**config.mk**
```make
export PLATFORM = sky130hd
export DESIGN_NAME = pwm_fader_multi_flat
export DESIGN_NICKNAME = d
export VERILOG_FILES = /design/src/rtl/pwm_fader_multi_if.sv /design/src/rtl/pwm_fader_multi.sv /design/src/flat_wrapper.sv
export SDC_FILE = /design/constraint.sdc
export NUM_CORES = 1
export LEC_CHECK = 0
export BUFFER_PORTS_ARGS = -buffer_cell sky130_fd_sc_hd__buf_2
export CAP_MARGIN = 30
export CORE_MARGIN = 5
export CORE_UTILIZATION = 59
export DETAILED_ROUTE_END_ITERATION = 8
export HOLD_SLACK_MARGIN = 0.08
export PLACE_DENSITY = 0.81
export SLEW_MARGIN = 10
export SYNTH_ARGS = -nofsm -noshare
export SYNTH_HDL_FRONTEND = slang
export SYNTH_SLANG_ARGS = --single-unit
```
**constraint.sdc**
```tcl
create_clock -name clk -period 2.65 [get_ports clk]
set_input_delay 0.3975 -clock clk [delete_from_list [all_inputs] [get_ports clk]]
set_output_delay 0.3975 -clock clk [all_outputs]
set_load 0.01 [all_outputs]
```
**src/rtl/pwm_fader_multi_if.sv**
```systemverilog
// Write-command bus for pwm_fader_multi.
// wr_en is a one-cycle strobe with no ready: every write is accepted at the
// clock edge where wr_en is high, and there is no backpressure.
`timescale 1ns/1ps
interface pwm_fader_multi_if #(
  parameter int WIDTH = 8
);
  logic             wr_en;
  logic [2:0]       wr_chan;
  logic [WIDTH-1:0] wr_level;
  logic [1:0]       wr_mode;

  modport master (output wr_en, output wr_chan, output wr_level, output wr_mode);
  modport slave  (input  wr_en, input  wr_chan, input  wr_level, input  wr_mode);
endinterface

```
**src/rtl/pwm_fader_multi.sv**
```systemverilog
// N-channel LED fader: per-channel target/mode registers, a tick-paced level
// ramp (fade, breathe triangle or snap) and a counter-compare PWM output.
`timescale 1ns/1ps
module pwm_fader_multi #(
  parameter int CHANNELS   = 3,
  parameter int WIDTH      = 8,
  parameter int PREDIVIDER = 12
) (
  input  logic                      clk,
  input  logic                      resetq,
  pwm_fader_multi_if.slave          wr,
  output logic [CHANNELS-1:0]       pwm,
  output logic [CHANNELS*WIDTH-1:0] level,
  output logic [CHANNELS-1:0]       settled
);

  localparam logic [1:0] MODE_BREATHE = 2'd1;
  localparam logic [1:0] MODE_SNAP    = 2'd2;

  localparam logic [WIDTH-1:0]      L_ONE = WIDTH'(1);
  localparam logic [PREDIVIDER-1:0] P_ONE = PREDIVIDER'(1);

  logic [WIDTH-1:0]      r_cnt;
  logic [PREDIVIDER-1:0] r_presc;
  logic                  w_tick;

  logic [WIDTH-1:0]      r_level  [CHANNELS];
  logic [WIDTH-1:0]      r_target [CHANNELS];
  logic [1:0]            r_mode   [CHANNELS];
  logic [CHANNELS-1:0]   r_dir;      // 1 = rising half of the breathe triangle
  logic [CHANNELS-1:0]   r_pwm;

  logic [WIDTH-1:0]      w_step_level [CHANNELS];
  logic [CHANNELS-1:0]   w_step_dir;
  logic [CHANNELS-1:0]   w_hit;

  // Free-running PWM counter and fade prescaler, both cleared by reset.
  always_ff @(posedge clk or negedge resetq) begin
    if (!resetq) begin
      r_cnt   <= '0;
      r_presc <= '0;
    end else begin
      r_cnt   <= r_cnt + L_ONE;
      r_presc <= r_presc + P_ONE;
    end
  end

  assign w_tick = &r_presc;

  // Next level/direction per channel from the current (old) target and mode.
  always_comb begin
    for (int i = 0; i < CHANNELS; i++) begin
      w_step_level[i] = r_level[i];
      w_step_dir[i]   = r_dir[i];
      // Full 3-bit compare so out-of-range channel indices never hit.
      w_hit[i]        = wr.wr_en && (wr.wr_chan == 3'(i));
      if (w_tick) begin
        case (r_mode[i])
          MODE_SNAP: begin
            w_step_level[i] = r_level[i];
          end
          MODE_BREATHE: begin
            if (r_dir[i]) begin
              if (r_level[i] < r_target[i]) begin
                w_step_level[i] = r_level[i] + L_ONE;
              end else begin
                w_step_dir[i] = 1'b0;
                if (r_level[i] != '0) w_step_level[i] = r_level[i] - L_ONE;
              end
            end else begin
              if (r_level[i] != '0) begin
                w_step_level[i] = r_level[i] - L_ONE;
              end else begin
                w_step_dir[i] = 1'b1;
                if (r_target[i] != '0) w_step_level[i] = r_level[i] + L_ONE;
              end
            end
          end
          default: begin
            // FADE and the reserved mode share the plain ramp.
            if (r_level[i] < r_target[i]) begin
              w_step_level[i] = r_level[i] + L_ONE;
            end else if (r_level[i] > r_target[i]) begin
              w_step_level[i] = r_level[i] - L_ONE;
            end
          end
        endcase
      end
    end
  end

  // Channel state: tick step, then a same-cycle write overrides target/mode
  // (and level for SNAP), so a colliding tick always used the old values.
  always_ff @(posedge clk or negedge resetq) begin
    if (!resetq) begin
      for (int i = 0; i < CHANNELS; i++) begin
        r_level[i]  <= '0;
        r_target[i] <= '0;
        r_mode[i]   <= '0;
      end
      r_dir <= '1;
      r_pwm <= '0;
    end else begin
      for (int i = 0; i < CHANNELS; i++) begin
        r_pwm[i]   <= (r_cnt < r_level[i]);
        r_level[i] <= w_step_level[i];
        r_dir[i]   <= w_step_dir[i];
        if (w_hit[i]) begin
          r_target[i] <= wr.wr_level;
          r_mode[i]   <= wr.wr_mode;
          if (wr.wr_mode == MODE_BREATHE) r_dir[i]   <= 1'b1;
          if (wr.wr_mode == MODE_SNAP)    r_level[i] <= wr.wr_level;
        end
      end
    end
  end

  assign pwm = r_pwm;

  // Flatten levels and derive settled from registered state.
  always_comb begin
    level   = '0;
    settled = '0;
    for (int i = 0; i < CHANNELS; i++) begin
      level[i*WIDTH +: WIDTH] = r_level[i];
      settled[i] = (r_level[i] == r_target[i]) && (r_mode[i] != MODE_BREATHE);
    end
  end

endmodule

```
**src/flat_wrapper.sv**
```systemverilog
// flat-port wrapper written by rule: the top's interface ports become plain ports
module pwm_fader_multi_flat 
#(
  parameter int CHANNELS   = 3,
  parameter int WIDTH      = 8,
  parameter int PREDIVIDER = 12
)
  (clk, resetq, pwm, level, settled, wr_wr_en, wr_wr_chan, wr_wr_level, wr_wr_mode);
  pwm_fader_multi_if #(.WIDTH(WIDTH)) wr_i ();
  input  logic clk;
  input  logic resetq;
  output logic [CHANNELS-1:0] pwm;
  output logic [CHANNELS*WIDTH-1:0] level;
  output logic [CHANNELS-1:0] settled;
  input wire logic [$bits(wr_i.wr_en)-1:0] wr_wr_en;
  input wire logic [$bits(wr_i.wr_chan)-1:0] wr_wr_chan;
  input wire logic [$bits(wr_i.wr_level)-1:0] wr_wr_level;
  input wire logic [$bits(wr_i.wr_mode)-1:0] wr_wr_mode;
  assign wr_i.wr_en = wr_wr_en;
  assign wr_i.wr_chan = wr_wr_chan;
  assign wr_i.wr_level = wr_wr_level;
  assign wr_i.wr_mode = wr_wr_mode;
  pwm_fader_multi #(.CHANNELS(CHANNELS), .WIDTH(WIDTH), .PREDIVIDER(PREDIVIDER)) u_core (.clk(clk), .resetq(resetq), .wr(wr_i), .pwm(pwm), .level(level), .settled(settled));
endmodule
```
==> run summary, run 1 <==
Mapped Area: 0.00685 mm^2
FFs w/ async S/R, synth: 1.00
Power Dens Cells: 689 mW/mm^2
Synth warn: 0
Area after DPL: 0.00750 mm^2
Ys flop type: dfrtp_1
Final setup fails: 0
PortBufs: 45
Yosys reg bits: 80
DRC viols: 0
Crit end category: register
Hold WC Path Type: input port to async pin
Die X: 118 um
I/O pin count: 46
Maximum buffer depth of the clock tree: 2
DR WL/cell: 21.4 um
DRT Pass-1 Iters: 6
Via count: 7264
Arr. time, crit path: 2.84 ns
GRT Util Overall: 0.324
Pre-CTS setup slack: 0.0263 ns
Remaining antenna violation count: 0
Layout Nets: 992
Unique cell type count in the Yosys netlist: 86
Post-layout util: 0.689
Max frequency: 389 MHz
Core footprint: 0.0114 mm^2
Post-synthesis mux area share: 0.0139
Die area: 0.0139 mm^2
Max Slew Vio Count: 0
First-pass GRT wire length: 36900 um
Final Hold Viols: 0
Most area-consuming cells after synthesis: dfrtp_1, ha_1, nand2_1
Initial antenna violation count: 0
Final worst slack: 0.0800 ns
Worst skew pair latency: 0.35 ns
RSZ-0062 raised after global routing: yes
Htree depth: 3
Clock root cell: clkbuf_16
Non-Filler Cell Area, Final: 0.00787 mm^2
Leak: 0.00348 uW
Most frequent cell after synthesis: nand2_1
Rows: 39
Starting Density: 0.600
Leading area contributor after synthesis: dfrtp_1
Slew @ Worst Pin: 0.846 ns
CTS Hold Bufs: 0
Largest family of logic cells by synthesized area: compound AO/OA/AOI/OAI gates
Layout area overhead: 14.9%
Sequential area share after synthesis: 0.293
Final min period: 2.57 ns
EDFF count, synth: 0
Clock Sinks: 80
Syn avg cell area: 8.07 um^2
WL final: 22700 um
Status: finished, final reports clean
Dpl hpwl: 17000 um
Crit Path Max Fanout: 4
ANT cells: 0
GRT overflow: 0
Max Cap Violations: 0
Complex-gate fraction of the synthesized area: 0.256
Number of setup buffers added after CTS: 0
GP Congestion: 1.04
Vias in the first global route: 7144
Post-Synth Adder-Cell Area: 0.113
Synth Instances: 849
Post-Syn Nets: 927
Die outline height: 118 um
Largest net degree at the start of global routing: 51
Setup CP Type: register to register
Share of cells above drive strength 1: 0.155
Slew headroom: 0.431
VDD IR max: 0.494 mV
Clock-pin slew on the worst setup and hold paths: 0.06 ns
Yosys top cell area share: 0.281
Worst Path Required: 2.92 ns
Routed vias/inst: 6.84
CP startpoint kind: register
Fin crit share: 0.970
CTS Buf Count: 9
Synth Area in XOR/XNOR: 0.0448
Top cells by count, synth: nand2_1, dfrtp_1, ha_1
Clock skew: 0.00657 ns
CTS tree: yes
Area fraction in and, or, nand and nor cells after synthesis: 0.218
Initial detailed-routing violation count: 1018
worst paths after layout:
check,start,end,slack (ns),cells after the start
worst max-delay path,u_core.level[21],u_core.level[20],0.08,8
min in group clk,wr_wr_mode[1],u_core.r_mode[3],0.35,3
max in group asynchronous,resetq,u_core.r_dir[2],1.80,2
worst min register to register,u_core.r_presc[0],u_core.r_presc[0],0.48,1
worst min-delay path,resetq,u_core.level[9],0.09,1
worst max register to register,u_core.level[21],u_core.level[20],0.08,8
layer usage:
layer	up-vias	routed length, um	GRT usage	part of all wire
li1	3256	-	-	-
met1	3406	9120	0.440	0.40
met2	514	10200	0.502	0.45
met3	88	2490	0.0572	0.11
met4	0	963	0.153	0.042
met5	-	0	0	0
cells by family after synthesis:
family	count (synthesis)
flops	80
xor+xnor	35
mux	9
compound gates	256
fa+ha+maj	62
buf+inv	105
simple gates	302
worst max-delay path, cell delays in order (launching register included):
cell,delay [ns]
dfrtp_1,0.41
ha_1,0.34
and4_1,0.21
a21oi_1,0.27
nand3_1,0.24
mux2_1,0.41
or2_0,0.21
a31o_1,0.21
a31oi_1,0.17
state kept, by name, indices dropped and copies added, names as in the netlist:
signal	cells
u_core.r_target	24
u_core.r_cnt	8
u_core.r_mode	6
u_core.r_presc	12
u_core.pwm	3
u_core.r_dir	3
u_core.level	24
what timing repair did:
| action | 4_1_cts | 5_1_grt |
|---|---|---|
| pin swaps | 0 | 0 |
| resized for setup | 1 | 5 |
| setup endpoints to repair | 1 | 6 |
power breakdown:
group / switching (uW) / total [uW] / internal [uW] / leakage [uW]
Combinational: 1510 / 2430 / 926 / 0.00236
Clock: 544 / 1500 / 952 / 0.000169
Sequential: 112 / 1490 / 1380 / 0.000949
cell type report:
class                      count  area [um^2]
clock buffer                  10          239
clock inverter                 6          115
fill                         955         3550
inverter                      60          225
multi-input combinational    664         4470
sequential                    80         2010
tap                          143          179
timing repair buffer          99          633
layout by cell type, fill, tap and decap left out, types with 12 or more instances in the layout:
cell	instances
a211oi_1	12
a21oi_1	52
a31oi_1	14
buf_2	44
buf_4	55
dfrtp_1	77
ha_1	62
inv_1	56
nand2_1	85
nand3_1	47
nand4_1	16
nor2_1	55
nor2b_1	12
nor3_1	26
nor4_1	14
o21ai_0	49
xnor2_1	29
metrics by stage:
| stage | hold WS, ns | TNS (ns) | cells | total power, uW |
|---|---|---|---|---|
| 6_report | 0.0852 | 0 | 1062 | 5420 |
| 5_1_grt | 0.138 | -0.00418 | 1062 | 5730 |
| 4_1_cts | 0.0964 | 0 | 1062 | 5340 |
| 3_5_place_dp | 0.465 | 0 | 1046 | 3840 |
| 3_3_place_gp | 0.454 | 0 | 1046 | 3770 |
| 2_1_floorplan | 0.102 | 0 | 849 | 3030 |
(Power assumes the default switching activity.)
==> inputs of run 2 (changes only) <==
Settings changed: CORE_ASPECT_RATIO from default to 0.7.
==> run 2 against run 1 <==
  * Routed wire length increased by 5.1%
  * Die area up 0.24%
  * Utilization is 1.7 points higher
  * Clock skew grew 0.00061 ns
  * Final cell count is 1.2% higher
  * Design area is 0.27% higher
  * Via count is 0.94% higher
  * Power is 4.0% lower
  * Register-to-register slack worse by 0.05 ns
  * Critical endpoint is now u_core.level[9]
==> run summary, run 2 (synthesis results as in run 1) <==
Status: finished, final reports clean
Fin crit share: 0.988
FF-to-FF Start: u_core.level[9]
Die outline height: 100 um
CP startpoint kind: register
Clock skew: 0.00718 ns
WL final: 23900 um
Initial antenna violation count: 0
Max frequency: 382 MHz
Hold Path Stages: 3
Number of setup buffers added after CTS: 0
GRT Util Overall: 0.340
VDD IR max: 0.476 mV
# fillers: 852
DR WL/cell: 22.2 um
Net Sw Power: 2240 uW
Worst skew pair latency: 0.35 ns
Slew @ Worst Pin: 0.778 ns
PortBufs: 45
GP Congestion: 1.03
Htree depth: 3
Initial detailed-routing violation count: 1031
Slew headroom: 0.481
Final Hold Viols: 0
Most frequent cells in the layout: nand2_1, dfrtp_1, ha_1, inv_1, nor2_1
Layout Cells excl Fill: 1075
Arr. time, crit path: 2.84 ns
Layout Nets: 995
Share of cells above drive strength 1: 0.162
Clock Sinks: 80
HP Start: wr_wr_mode[0]
Final min period: 2.62 ns
DRC viols: 0
Largest net degree at the start of global routing: 44
Worst hold endpoint: u_core.r_mode[4]
Vias in the first global route: 7076
Maximum buffer depth of the clock tree: 2
Seq pwr share: 0.288
Cells after DPL: 1058
Leak: 0.00348 uW
I/O pin count: 46
Starting Density: 0.613
Clock root cell: clkbuf_16
DRT Pass-1 Iters: 6
Reg-to-reg setup timing slack: 0.03 ns
Pint: 2970 uW
Area occupied by multi-input gates: 0.00448 mm^2
Power Dens Cells: 659 mW/mm^2
Crit Path Max Fanout: 5
Clock-pin slew on the worst setup and hold paths: 0.07 ns
Final setup fails: 0
ANT cells: 0
CTS Buf Count: 9
Max Slew Vio Count: 0
Reg2Reg Depth: 9
RR Endpoint: u_core.level[9]
Hold WC Path Type: input port to register
Core footprint: 0.0112 mm^2
Worst Path Required: 2.87 ns
Rows: 32
Max Cap Violations: 0
Crit end category: register
Reg area: 0.00201 mm^2
Clock share of power: 0.239
CTS tree: yes
Dpl hpwl: 18000 um
RSZ-0062 raised after global routing: no
Sw frac: 0.430
Post-route setup TNS: 0 ns
Commonest non-fill, non-tap cell in the layout: nand2_1
Die area: 0.0139 mm^2
GRT overflow: 0
Setup CP Type: register to register
First-pass GRT wire length: 37900 um
Remaining antenna violation count: 0
Layout area overhead: 15.2%
Via count: 7332
Routed vias/inst: 6.82
Logic pwr share: 0.473
Die X: 139 um
[run 2: worst max-delay path by stage]
stage	cells past startpoint	from	end	slack, ns
5_1_grt	9	u_core.level[23]	u_core.level[21]	0.006
2_1_floorplan	9	u_core.level[8]	u_core.level[12]	0.17
3_3_place_gp	9	u_core.level[8]	u_core.level[9]	0.18
6_report	9	u_core.level[9]	u_core.level[9]	0.03
4_1_cts	8	u_core.level[22]	u_core.level[20]	0.05
3_5_place_dp	8	u_core.level[22]	u_core.level[20]	0.07
[run 2: power by group through the flow]
stage / sequential (uW) / combinational (uW) / clock, uW
2_1_floorplan: 1550 / 1490 / 0
3_3_place_gp: 1500 / 2280 / 0
5_1_grt: 1510 / 2640 / 1300
6_report: 1500 / 2460 / 1240
3_5_place_dp: 1510 / 2330 / 0
4_1_cts: 1490 / 2350 / 1250
[run 2: cell type report]
cell class                      count  area share
Timing Repair Buffer              102      0.0882
Inverter                           60      0.0285
Clock buffer                       10      0.0303
Sequential cell                    80       0.254
Clock inverter                      6     0.00666
Tap cell                          153      0.0243
Multi-Input combinational cell    664       0.568
[run 2: critical path, cell delays in order, from the launching register on]
cell	delay, ns
dfrtp_1	0.41
ha_1	0.32
nor2b_1	0.15
o211ai_1	0.30
a21o_1	0.31
buf_4	0.19
a211oi_1	0.08
o31ai_2	0.30
a31oi_1	0.14
o221a_1	0.29
[run 2: what timing repair did]
item | CTS | global route
endpoints found under the hold margin | 37 | 0
hold buffers | 1 | 0
endpoints found under the setup margin | 0 | 7
resized for setup | 0 | 10
[run 2: layer usage]
metal,vias up,share of wire,GRT usage
met5,-,0,0
li1,3271,-,-
met4,0,0.029,0.117
met2,514,0.42,0.507
met3,70,0.14,0.124
met1,3477,0.42,0.460
[run 2: stage by stage]
stage / hold WS (ns) / setup WS (ns) / util / power [uW] / instance area, um^2
2_1_floorplan: 0.102 / 0.167 / - / 3030 / 6850
3_3_place_gp: 0.386 / 0.183 / 0.677 / 3780 / 7560
3_5_place_dp: 0.395 / 0.0650 / 0.677 / 3850 / 7560
4_1_cts: 0.353 / 0.0455 / 0.704 / 5090 / 7860
5_1_grt: 0.359 / 0.00635 / 0.706 / 5460 / 7890
6_report: 0.358 / 0.0323 / 0.706 / 5200 / 7890
==> inputs of run 3 (changes only) <==
Settings changed: ABC_AREA from default to 1.
==> run 3 against run 2 <==
  * Sequential power about the same
  * Utilization is 3.7 points lower
  * Clock skew shrank 0.00060 ns
  * Fmax increased by 11%
==> run summary, run 3 <==
Leak: 0.00412 uW
Post-route setup TNS: 0 ns
Post-Syn Nets: 1119
Final min period: 2.36 ns
Core footprint: 0.0117 mm^2
Die X: 141 um
Crit path cell chain: ha_1, nand2_1, nor2_1, nand4_1, nor2_1, buf_2
VDD IR max: 0.352 mV
Sequential area share after synthesis: 0.285
Maximum buffer depth of the clock tree: 2
GP Congestion: 1.05
I/O pin count: 46
Vias in the first global route: 6528
First-pass GRT wire length: 34200 um
Layout Cells excl Fill: 1259
Fin crit share: 0.889
CTS Buf Count: 9
Largest net degree at the start of global routing: 81
Most area-consuming cells after synthesis: dfrtp_1, nand2_1, ha_1
Most frequent cell after synthesis: nand2_1
Die area: 0.0143 mm^2
Layout Nets: 1175
Setup CP Type: register to primary output
Initial antenna violation count: 0
Rows: 33
Remaining antenna violation count: 0
Slowest-stage cell, CP: dfrtp_1
Clock-pin slew on the worst setup and hold paths: 0.06 ns
Yosys top cell area share: 0.274
GRT overflow: 0
Most frequent cells in the layout: nand2_1, inv_1, nor2_1, nand3_1, dfrtp_1
Worst Path Required: 2.25 ns
Starting Density: 0.603
FFs w/ async S/R, synth: 1.00
WL final: 21000 um
Number of setup buffers added after CTS: 0
DRC viols: 0
Power Dens Cells: 704 mW/mm^2
Ys flop type: dfrtp_1
CTS tree: yes
Max Cap Violations: 0
Slew headroom: 0.681
PortBufs: 45
Max Slew Vio Count: 0
Crit path largest cell delay: 0.43 ns
Buf/Inv on CP: 1
Leading area contributor after synthesis: dfrtp_1
Synth Instances: 1041
Routed vias/inst: 5.73
Slew @ Worst Pin: 0.479 ns
Via count: 7214
Area after DPL: 0.00752 mm^2
EDFF count, synth: 0
Clock skew: 0.00658 ns
Crit Path Max Fanout: 6
DRT Pass-1 Iters: 6
RSZ-0062 raised after global routing: no
Htree depth: 3
Clock root cell: clkbuf_16
Hold WC Path Type: input port to async pin
Layout area overhead: 11.1%
DR WL/cell: 16.7 um
Yosys reg bits: 80
CP top delay family: simple AND/OR/NAND/NOR gates
CTS Hold Bufs: 0
Dpl hpwl: 15600 um
Pwr Total: 5510 uW
# fillers: 1051
CTS resizes: 0
CP startpoint kind: register
Mapped Area: 0.00704 mm^2
Max frequency: 424 MHz
Die outline height: 101 um
Arr. time, crit path: 1.96 ns
Top cells by count, synth: nand2_1, inv_1, nor2_1
Fin Hold WS: 0.0626 ns
Status: finished, final reports clean
Initial detailed-routing violation count: 864
Worst path most repeated cell: nor2_1
Final Hold Viols: 0
Unique cell type count in the Yosys netlist: 40
Crit end category: primary output
Share of cells above drive strength 1: 0.131
Synth warn: 0
Cells after DPL: 1243
Final setup fails: 0
Syn avg cell area: 6.77 um^2
Commonest non-fill, non-tap cell in the layout: nand2_1
Worst skew pair latency: 0.34 ns
Clock Sinks: 80
GRT Util Overall: 0.300
ANT cells: 0
Non-Filler Cell Area, Final: 0.00783 mm^2
==> run 3: cell types whose count changed after synthesis, sizes merged, moves of 21 or more <==
| cell | previous run | this run |
|---|---|---|
| inv | 60 | 136 |
| nand2 | 86 | 273 |
| xnor2 | 29 | 8 |
| nand3 | 47 | 92 |
| xor2 | 6 | 30 |
| nor2 | 55 | 134 |
| clkbuf | 38 | 10 |
==> run 3: cell families (layout without fill, tap and decap cells) <==
kind of cell / after synthesis / after routing / synth area share
AO/OA/AOI/OAI: 156 / 156 / 0.118
AND/OR/NAND/NOR: 541 / 541 / 0.342
adder cells (fa/ha/maj): 62 / 62 / 0.110
buffers and inverters: 164 / 225 / 0.0968
flip-flops: 80 / 80 / 0.285
XOR/XNOR: 38 / 38 / 0.0483
==> run 3: cell type report <==
| type | instances | area, um^2 | share of cell area |
|---|---|---|---|
| Clock buffer | 9 | 225 | 0.0288 |
| Clock inverter | 7 | 78.8 | 0.0101 |
| Inverter | 136 | 513 | 0.0655 |
| Multi-Input combinational cell | 797 | 4360 | 0.557 |
| Sequential cell | 80 | 2010 | 0.256 |
| Tap cell | 157 | 196 | 0.0251 |
| Timing Repair Buffer | 73 | 450 | 0.0575 |
==> run 3: routing by layer <==
metal  part of all wire  vias up  global-route usage
li1                   -     3486                   -
met1               0.44     3251               0.449
met2               0.41      418               0.420
met3               0.12       59              0.0746
met4              0.029        0               0.102
met5                  0        -                   0
==> run 3: final timing paths <==
check | from | cells after the start | to | slack, ns
max | u_core.level[15] | 6 | settled[1] | 0.29
min | resetq | 2 | u_core.level[5] | 0.06
max reg2reg | u_core.level[6] | 11 | u_core.level[5] | 0.37
min reg2reg | u_core.r_presc[0] | 1 | u_core.r_presc[0] | 0.45
max in group asynchronous | resetq | 2 | u_core.r_dir[1] | 2.20
min in group clk | wr_wr_mode[1] | 2 | u_core.r_dir[0] | 0.34
==> run 3: worst reg2reg max path: stages, from the launching register on <==
cell and delay [ns]:
dfrtp_1 0.48, ha_1 0.33, nand2_1 0.06, nor2_1 0.15, nand4_1 0.26, inv_1 0.17, nand2_1 0.18, nor2_1 0.20
nand2_1 0.07, nand3_1 0.08, nand2_1 0.05, a21oi_1 0.17
==> run 3: power by group <==
group	leakage [uW]	switching (uW)	total, uW	internal (uW)
Combinational	0.00305	1760	2700	940
Clock	0.000151	543	1280	742
Sequential	0.000917	136	1520	1390
Total	0.00412	2440	5510	3070
==> run 3: metrics by stage <==
stage | setup WS, ns | utilization
floorplan | 0.714 | -
global placement | 0.395 | 0.644
detailed placement | 0.345 | 0.644
CTS | 0.323 | 0.670
global route | 0.131 | 0.670
finish | 0.293 | 0.670
